$ cat src/rtl/timer_pkg.sv
// Shared types for the timer bank: command opcodes, channel modes and the
// channel-index width helper used to size the cmd_ch / rd_ch ports.
// Pure declarations, no logic, no state.
package timer_pkg;

  typedef enum logic [1:0] {
    OP_NOP   = 2'd0,
    OP_START = 2'd1,
    OP_STOP  = 2'd2,
    OP_CLEAR = 2'd3
  } op_t;

  typedef enum logic {
    MODE_PERIODIC = 1'b0,
    MODE_ONESHOT  = 1'b1
  } mode_t;

  // Channel-index width; a single channel still gets a 1-bit select.
  function automatic int ch_w(input int n);
    return (n > 1) ? $clog2(n) : 1;
  endfunction

endpackage

$ cat src/rtl/timer_channel.sv
// One timer channel: period/mode/count registers, running/pending/overflow.
// Latency: commands act on the sampling edge; overflow registered (1 cycle).
// Backpressure: none, every decoded command is accepted.
//
// Ports:
//   clk, rst_n            clock, async active-low reset
//   tick                  shared prescaler tick
//   start, stop, clear    decoded one-hot commands for this channel
//   start_mode/period     mode and terminal count loaded by start
//   count                 current counter value
//   running               channel active
//   pending               sticky wrap flag, cleared by clear
//   overflow              one-cycle pulse after a wrap edge
module timer_channel
  import timer_pkg::*;
#(
  parameter int WIDTH = 32
) (
  input  logic             clk,
  input  logic             rst_n,
  input  logic             tick,
  input  logic             start,
  input  logic             stop,
  input  logic             clear,
  input  mode_t            start_mode,
  input  logic [WIDTH-1:0] start_period,
  output logic [WIDTH-1:0] count,
  output logic             running,
  output logic             pending,
  output logic             overflow
);

  logic [WIDTH-1:0] period_q;
  mode_t            mode_q;
  logic             wrap;

  // START and STOP both pre-empt a wrap on the same edge.
  assign wrap = tick && running && (count == period_q) && !start && !stop;

  always_ff @(posedge clk or negedge rst_n) begin
    if (!rst_n) begin
      period_q <= '0;
      mode_q   <= MODE_PERIODIC;
      count    <= '0;
      running  <= 1'b0;
      pending  <= 1'b0;
      overflow <= 1'b0;
    end else begin
      overflow <= wrap;

      if (start) begin
        period_q <= start_period;
        mode_q   <= start_mode;
        count    <= '0;
        running  <= 1'b1;
      end else if (stop) begin
        running  <= 1'b0;
      end else if (tick && running) begin
        if (count == period_q) begin
          count <= '0;
          if (mode_q == MODE_ONESHOT) running <= 1'b0;
        end else begin
          count <= count + WIDTH'(1);
        end
      end

      // A wrap on the same edge as a clear keeps the flag set.
      if (wrap)       pending <= 1'b1;
      else if (clear) pending <= 1'b0;
    end
  end

endmodule

$ cat src/rtl/timer_bank.sv
// Multi-channel interval timer: shared prescaler, NUM_CH channels, readback, irq.
// Latency: commands act on the sampling edge; rd_count/overflow 1 cycle, irq 2.
// Backpressure: none, cmd_valid is accepted every cycle; bad channels ignored.
//
// Ports:
//   clk, rst_n          clock, async active-low reset
//   cmd_valid/ch/op     command strobe, target channel, opcode
//   cmd_mode/period     START parameters
//   rd_ch, rd_count     readback channel select and registered count
//   overflow, pending   per-channel wrap pulse and sticky flag
//   running             per-channel active flag
//   irq                 registered OR of pending
module timer_bank
  import timer_pkg::*;
#(
  parameter int NUM_CH   = 2,
  parameter int WIDTH    = 32,
  parameter int PRESCALE = 0
) (
  input  logic                      clk,
  input  logic                      rst_n,
  input  logic                      cmd_valid,
  input  logic [ch_w(NUM_CH)-1:0]   cmd_ch,
  input  op_t                       cmd_op,
  input  mode_t                     cmd_mode,
  input  logic [WIDTH-1:0]          cmd_period,
  input  logic [ch_w(NUM_CH)-1:0]   rd_ch,
  output logic [WIDTH-1:0]          rd_count,
  output logic [NUM_CH-1:0]         overflow,
  output logic [NUM_CH-1:0]         pending,
  output logic [NUM_CH-1:0]         running,
  output logic                      irq
);

  localparam int CH_W = ch_w(NUM_CH);
  localparam int PW   = (PRESCALE > 0) ? $clog2(PRESCALE + 1) : 1;

  // Free-running prescaler; never realigned by commands.
  logic [PW-1:0] pre_q;
  logic          tick;

  assign tick = (pre_q == PW'(PRESCALE));

  always_ff @(posedge clk or negedge rst_n) begin
    if (!rst_n) pre_q <= '0;
    else        pre_q <= tick ? '0 : pre_q + PW'(1);
  end

  logic [WIDTH-1:0] ch_count [NUM_CH];

  for (genvar i = 0; i < NUM_CH; i++) begin : g_ch
    logic hit;
    // Indices >= NUM_CH match no instance and so are dropped here.
    assign hit = cmd_valid && (cmd_ch == CH_W'(i));

    timer_channel #(.WIDTH(WIDTH)) u_ch (
      .clk          (clk),
      .rst_n        (rst_n),
      .tick         (tick),
      .start        (hit && (cmd_op == OP_START)),
      .stop         (hit && (cmd_op == OP_STOP)),
      .clear        (hit && (cmd_op == OP_CLEAR)),
      .start_mode   (cmd_mode),
      .start_period (cmd_period),
      .count        (ch_count[i]),
      .running      (running[i]),
      .pending      (pending[i]),
      .overflow     (overflow[i])
    );
  end

  always_ff @(posedge clk or negedge rst_n) begin
    if (!rst_n) begin
      rd_count <= '0;
      irq      <= 1'b0;
    end else begin
      rd_count <= (int'(rd_ch) < NUM_CH) ? ch_count[rd_ch] : '0;
      irq      <= |pending;
    end
  end

endmodule

$ cat config.mk
export PLATFORM = sky130hd
export DESIGN_NAME = timer_bank
export DESIGN_NICKNAME = d
export VERILOG_FILES = /design/src/rtl/timer_pkg.sv /design/src/rtl/timer_channel.sv /design/src/rtl/timer_bank.sv
export SDC_FILE = /design/constraint.sdc
export NUM_CORES = 1
export LEC_CHECK = 0
export ABC_CLOCK_PERIOD_IN_PS = 2200
export CAP_MARGIN = 20
export CORE_ASPECT_RATIO = 1.2
export CORE_MARGIN = 1.5
export CORE_UTILIZATION = 41
export CTS_CLUSTER_DIAMETER = 60
export DETAILED_ROUTE_END_ITERATION = 7
export SLEW_MARGIN = 0
export SYNTH_ARGS = -nofsm -noshare
export SYNTH_HDL_FRONTEND = slang
export SYNTH_HIERARCHICAL = 1
export SYNTH_SLANG_ARGS = --single-unit
$ cat constraint.sdc
create_clock -name clk -period 2.2 [get_ports clk]
set_clock_uncertainty 0.15 [all_clocks]
set_input_delay 0.22 -clock clk [delete_from_list [all_inputs] [get_ports clk]]
set_output_delay 0.22 -clock clk [all_outputs]
set_load 0.03 [all_outputs]
; ---- Word-level counts from Yosys, hierarchy flattened
; Cells that the tools add are included.
[op_classes]
multipliers = 0
n_reduce_logical = 35
div_mod_pow = 0
n_eq_ne = 7
order_cmp = 1
shifts = 0
n_mux = 26
n_bitwise = 3
add_sub_neg = 3
[op_table]
columns = cell, count
row1 = 32-bit two-way mux, 11
row2 = "32-bit by 1-bit adder with 32-bit output, second input constant", 2
row3 = 32-bit == test, 2
row4 = 3-bit nonzero test, 6
row5 = 1-bit logical AND, 16
row6 = 1-bit two-way mux, 15
row7 = 2-bit nonzero test, 4
row8 = 3-bit AND reduction, 2
row9 = "2-bit == test, second input constant", 2
row10 = 1-bit zero test, 4
row11 = "2-bit by 1-bit inequality test with 1-bit output, second input constant", 2
row12 = 2-bit AND reduction, 2
row13 = "2-bit by 1-bit == test with 1-bit output, second input constant", 1
row14 = "2-bit >= comparator, second input constant", 1
row15 = 1-bit NOT, 2
row16 = 1-bit NOT with 2-bit output, 1
row17 = 2-bit OR reduction, 1
row18 = "1-bit adder, second input constant", 1
[word_totals]
rom_bits = 0
ram_bits = 0
latchBits = 0
register_bits = 170
inputBits = 40
mem_count = 0

; ---- Longest topological paths before layout
[depth]
ltp_word = 7
ltp_mapped = 9

; ---- Hierarchy
; The synthesis kept the hierarchy.
[by_module_without_submodules]
columns = module, instances, seq_area_each_um2, area_each_um2, cells_each
row1 = timer_channel, 2, 1701.6, 3334.4, 294
row2 = timer_bank, 1, 825.8, 1438.9, 77

; ---- Least setup slack after synthesis
; No wires, ideal clock.
[synth_path]
kind = input to register
startpoint = input cmd_ch
endpoint = register g_ch[0].u_ch.period_q[10]
setup_time_ns = 0.125
t_arrival_ns = 1.769
path_slack_ns = 0.156
required_ns = 1.925
path_buffers = 2
path_stages = 4
cell_sequence = nor4bb_1 clkbuf_1 clkbuf_1 mux2_2
[synth_between]
elab_chain_len = 3
[synth_lines]
columns = item, line
row1 = start: declaration, timer_bank.sv:23  ; input logic [ch_w(NUM_CH)-1:0] cmd_ch,
row2 = 1-bit NOT, timer_bank.sv:54  ; assign hit = cmd_valid && (cmd_ch == CH_W'(i));
row3 = 1-bit logical AND, timer_bank.sv:54
row4 = 1-bit logical AND, timer_bank.sv:60  ; .start (hit && (cmd_op == OP_START)),
row5 = end signal: assignment, timer_channel.sv:52  ; period_q <= start_period;
row6 = end: declaration, timer_channel.sv:33  ; logic [WIDTH-1:0] period_q;
; Every way passes these cells.
; A chain may end at the register's enable or synchronous reset.

; ---- Worst setup path in the final report
[layout_path]
startpoint = register g_ch[0].u_ch.count[7]
endpoint = register g_ch[0].u_ch.count[28]
[layout_between]
elab_chain_len = 5
elab_cells_between_ends = 6
classes_between = add/sub (1) / eq/ne (1) / mux (4)
[layout_lines]
columns = item, line
row1 = start: declaration, timer_channel.sv:27  ; output logic [WIDTH-1:0] count,
row2 = start signal: assignment, timer_channel.sv:63  ; count <= count + WIDTH'(1);
row3 = 32-bit by 1-bit adder with 32-bit output or 32-bit == test (tied branches), "timer_channel.sv:63, timer_channel.sv:59"
row4 = 32-bit two-way mux (*), timer_channel.sv:59  ; if (count == period_q) begin
row5 = 32-bit two-way mux (*), timer_channel.sv:58  ; end else if (tick && running) begin
row6 = 32-bit two-way mux (*), timer_channel.sv:56  ; end else if (stop) begin
row7 = 32-bit two-way mux (*), timer_channel.sv:51  ; if (start) begin
; Mark *: on every way between the ends. The rest lies on a longest branch, timed or not. The select of a mux whose other input is x is not followed.

==> metrics <==
LEAKAGE 0.00495 uW; flop2flop setup slack 0.03 ns; Achievable Freq 0.461 GHz; Setup crit end kind flip-flop; Clock Latency Late Sink 0.44 ns; ant diodes 0; number of DRC markers in iteration 0 326; Seq/Total Area, Yosys 52.2%; Die H 157 um; grt ovf 0; Peak VDD IR 0.000553 V; pin count of the biggest net entering global routing 54; Final Setup Violations 0; vias in the first global route 6,257; CP required 2.42 ns; fin crit share 98.5%; Max clock buf depth 2; share of cells above drive strength 1 35.8%; residual DRC count 0; nets@finish 911; minimum clock period 2.17 ns; worst hold path class in -> async; Synth Register Bits 169; Async SR Flop Fraction 100%; max_cap viols 0; TritonCTS Buffers 17; Layout area overhead 34.3%; first-pass GRT wire length 35,400 um; Total Wirelength 22,600 um; post-layout util 55.9%; initial antenna violation count 0; CTS tree done; Root Buffer clkbuf_16; Final Slew Violations 0; Critical Path Sink g_ch[0].u_ch/count[28]; Top Ports 79; Worst R2R End g_ch[0].u_ch/count[28]; Tot GR Track Use 22.8%; syn_area_per_cell 12.2 um^2; DP Wirelength 16,800 um; DRT antenna net count 0; post-synthesis cell count 665; setup_tns 0 ns; Crit. Startpoint g_ch[0].u_ch/count[7]; Clk pin slew, worst setup/hold paths 0.07 ns; critical path data arrival time 2.39 ns; Worst-Margin Slew 0.522 ns; status finished clean; Critical R2R Launch g_ch[0].u_ch/count[7]; Crit Path Max Fanout 5; FP Rows 56; EDFF count, synth 0; Core Footprint 0.0195 mm^2; Wirelength per Cell 19.8 um; most frequent cells in the layout dfrtp_1 (162), buf_4 (116), xnor2_1 (76); Die Width 131 um; clock sinks 169; RSZ-0062 raised after global routing yes; fill count 1,651; vias per cell 5.17; power density over the cells 768 mW/mm^2; Worst setup SP type flip-flop; H-tree depth 4; Buffers on Ports 78; endpoints failing hold 0; Synthesis Warnings 6; main flop type after synthesis dfrtp_1; initial core utilization 41.6%; routability cong. 0.885; Syn Std Cell Area 0.00811 mm^2; Distinct cells, synth 44; r2r worst-path depth 6; via count 5,906; commonest non-fill, non-tap cell in the layout dfrtp_1; die area 0.0206 mm^2; drt pass-1 iters 6; critical path class reg -> reg; Slew Limit Headroom 65.2%
==> repair_timing <==
action	in CTS	in global routing
hold endpoints to repair	55	0
endpoints found under the setup margin	20	62
pin swaps	2	21
resized for setup	5	40
cloned	0	2
setup buffers	0	8
hold buffers	1	0
==> final cells by class <==
class / instances / area [um^2] / area share (%)
flip-flops and latches: 169 / 4240 / 38.9
multi-input cells: 469 / 3910 / 35.9
repair buffers: 204 / 1810 / 16.7
clock buffers: 19 / 453 / 4.16
well taps: 261 / 327 / 3.00
clock inverters: 13 / 118 / 1.08
inverters: 8 / 30.0 / 0.276
==> per-layer routing <==
metal / GRT usage (%) / up-vias / wire length (um)
li1: - / 2720 / -
met5: 0 / - / 0
met1: 29.1 / 2993 / 10000
met4: 9.68 / 0 / 692
met2: 38.4 / 153 / 11000
met3: 3.99 / 40 / 893
==> worst max-delay path, stage by stage (launching register included) <==
cell and delay [ns]:
dfrtp_1 0.52, nand4_4 0.17, or4_4 0.56, nand4bb_1 0.22
or2_1 0.25, a21oi_2 0.12, a21o_1 0.11
==> per-stage QoR <==
stage	total power, uW	area (um^2)	hold WS [ns]	worst slack, ns	cells
after CTS	8360	10600	0.169	-0.00348	1133
after global routing	8730	10900	0.194	-0.0283	1143
after global placement	5390	9990	0.0557	-0.383	1100
after floorplan	4690	8120	-0.226	0.156	668
after detailed placement	5440	9990	0.0640	-0.427	1100
final	8360	10900	0.140	0.0328	1143
==> cell families after synthesis <==
group	share of synthesized area (%)
simple gates	15.0
buf+inv	2.36
xor+xnor	13.0
fa+ha+maj	0.309
mux	15.0
flops	52.2
other cells	0.0463
compound gates	2.16
==> sequential cells by signal, summed over array words and instances, names as in the netlist <==
register	flops
g_ch.u_ch/period_q	64
rd_count	32
g_ch.u_ch/count	64
g_ch.u_ch/overflow	2
g_ch.u_ch/running	2
g_ch.u_ch/pending	2
g_ch.u_ch/mode_q	2
irq	1
==> worst min path at each step <==
stage	start	to	slack, ns	depth (start not counted)
2_1_floorplan	rst_n	g_ch[0].u_ch/count[0]	-0.23	0
3_3_place_gp	rst_n	rd_count[13]	0.06	1
3_5_place_dp	rst_n	g_ch[0].u_ch/period_q[5]	0.06	1
4_1_cts	rst_n	g_ch[0].u_ch/period_q[5]	0.17	2
5_1_grt	cmd_op[0]	g_ch[0].u_ch/running	0.19	4
6_report	rst_n	g_ch[0].u_ch/period_q[5]	0.14	2
==> where the power goes <==
group	switching (uW)	internal, uW	total [uW]
logic	737	870	1610
registers	352	3500	3850
clock network	1280	1620	2900
total	2370	5990	8360
==> cell usage after synthesis (6+ instances only) <==
cell | number | area share (%)
and3_1 | 6 | 0.46
xnor2_1 | 84 | 9.1
nand2_1 | 34 | 1.6
mux2_2 | 68 | 9.4
nand4_1 | 28 | 2.2
nor4_1 | 6 | 0.46
and4_1 | 9 | 0.97
a21o_1 | 6 | 0.56
mux2_4 | 30 | 5.6
nand3_1 | 22 | 1.4
xor2_1 | 36 | 3.9
nor2_1 | 72 | 3.3
inv_1 | 8 | 0.37
and3_2 | 8 | 0.74
dfrtp_1 | 169 | 52
clkbuf_1 | 8 | 0.37
Power figures use the tool's default switching activity.
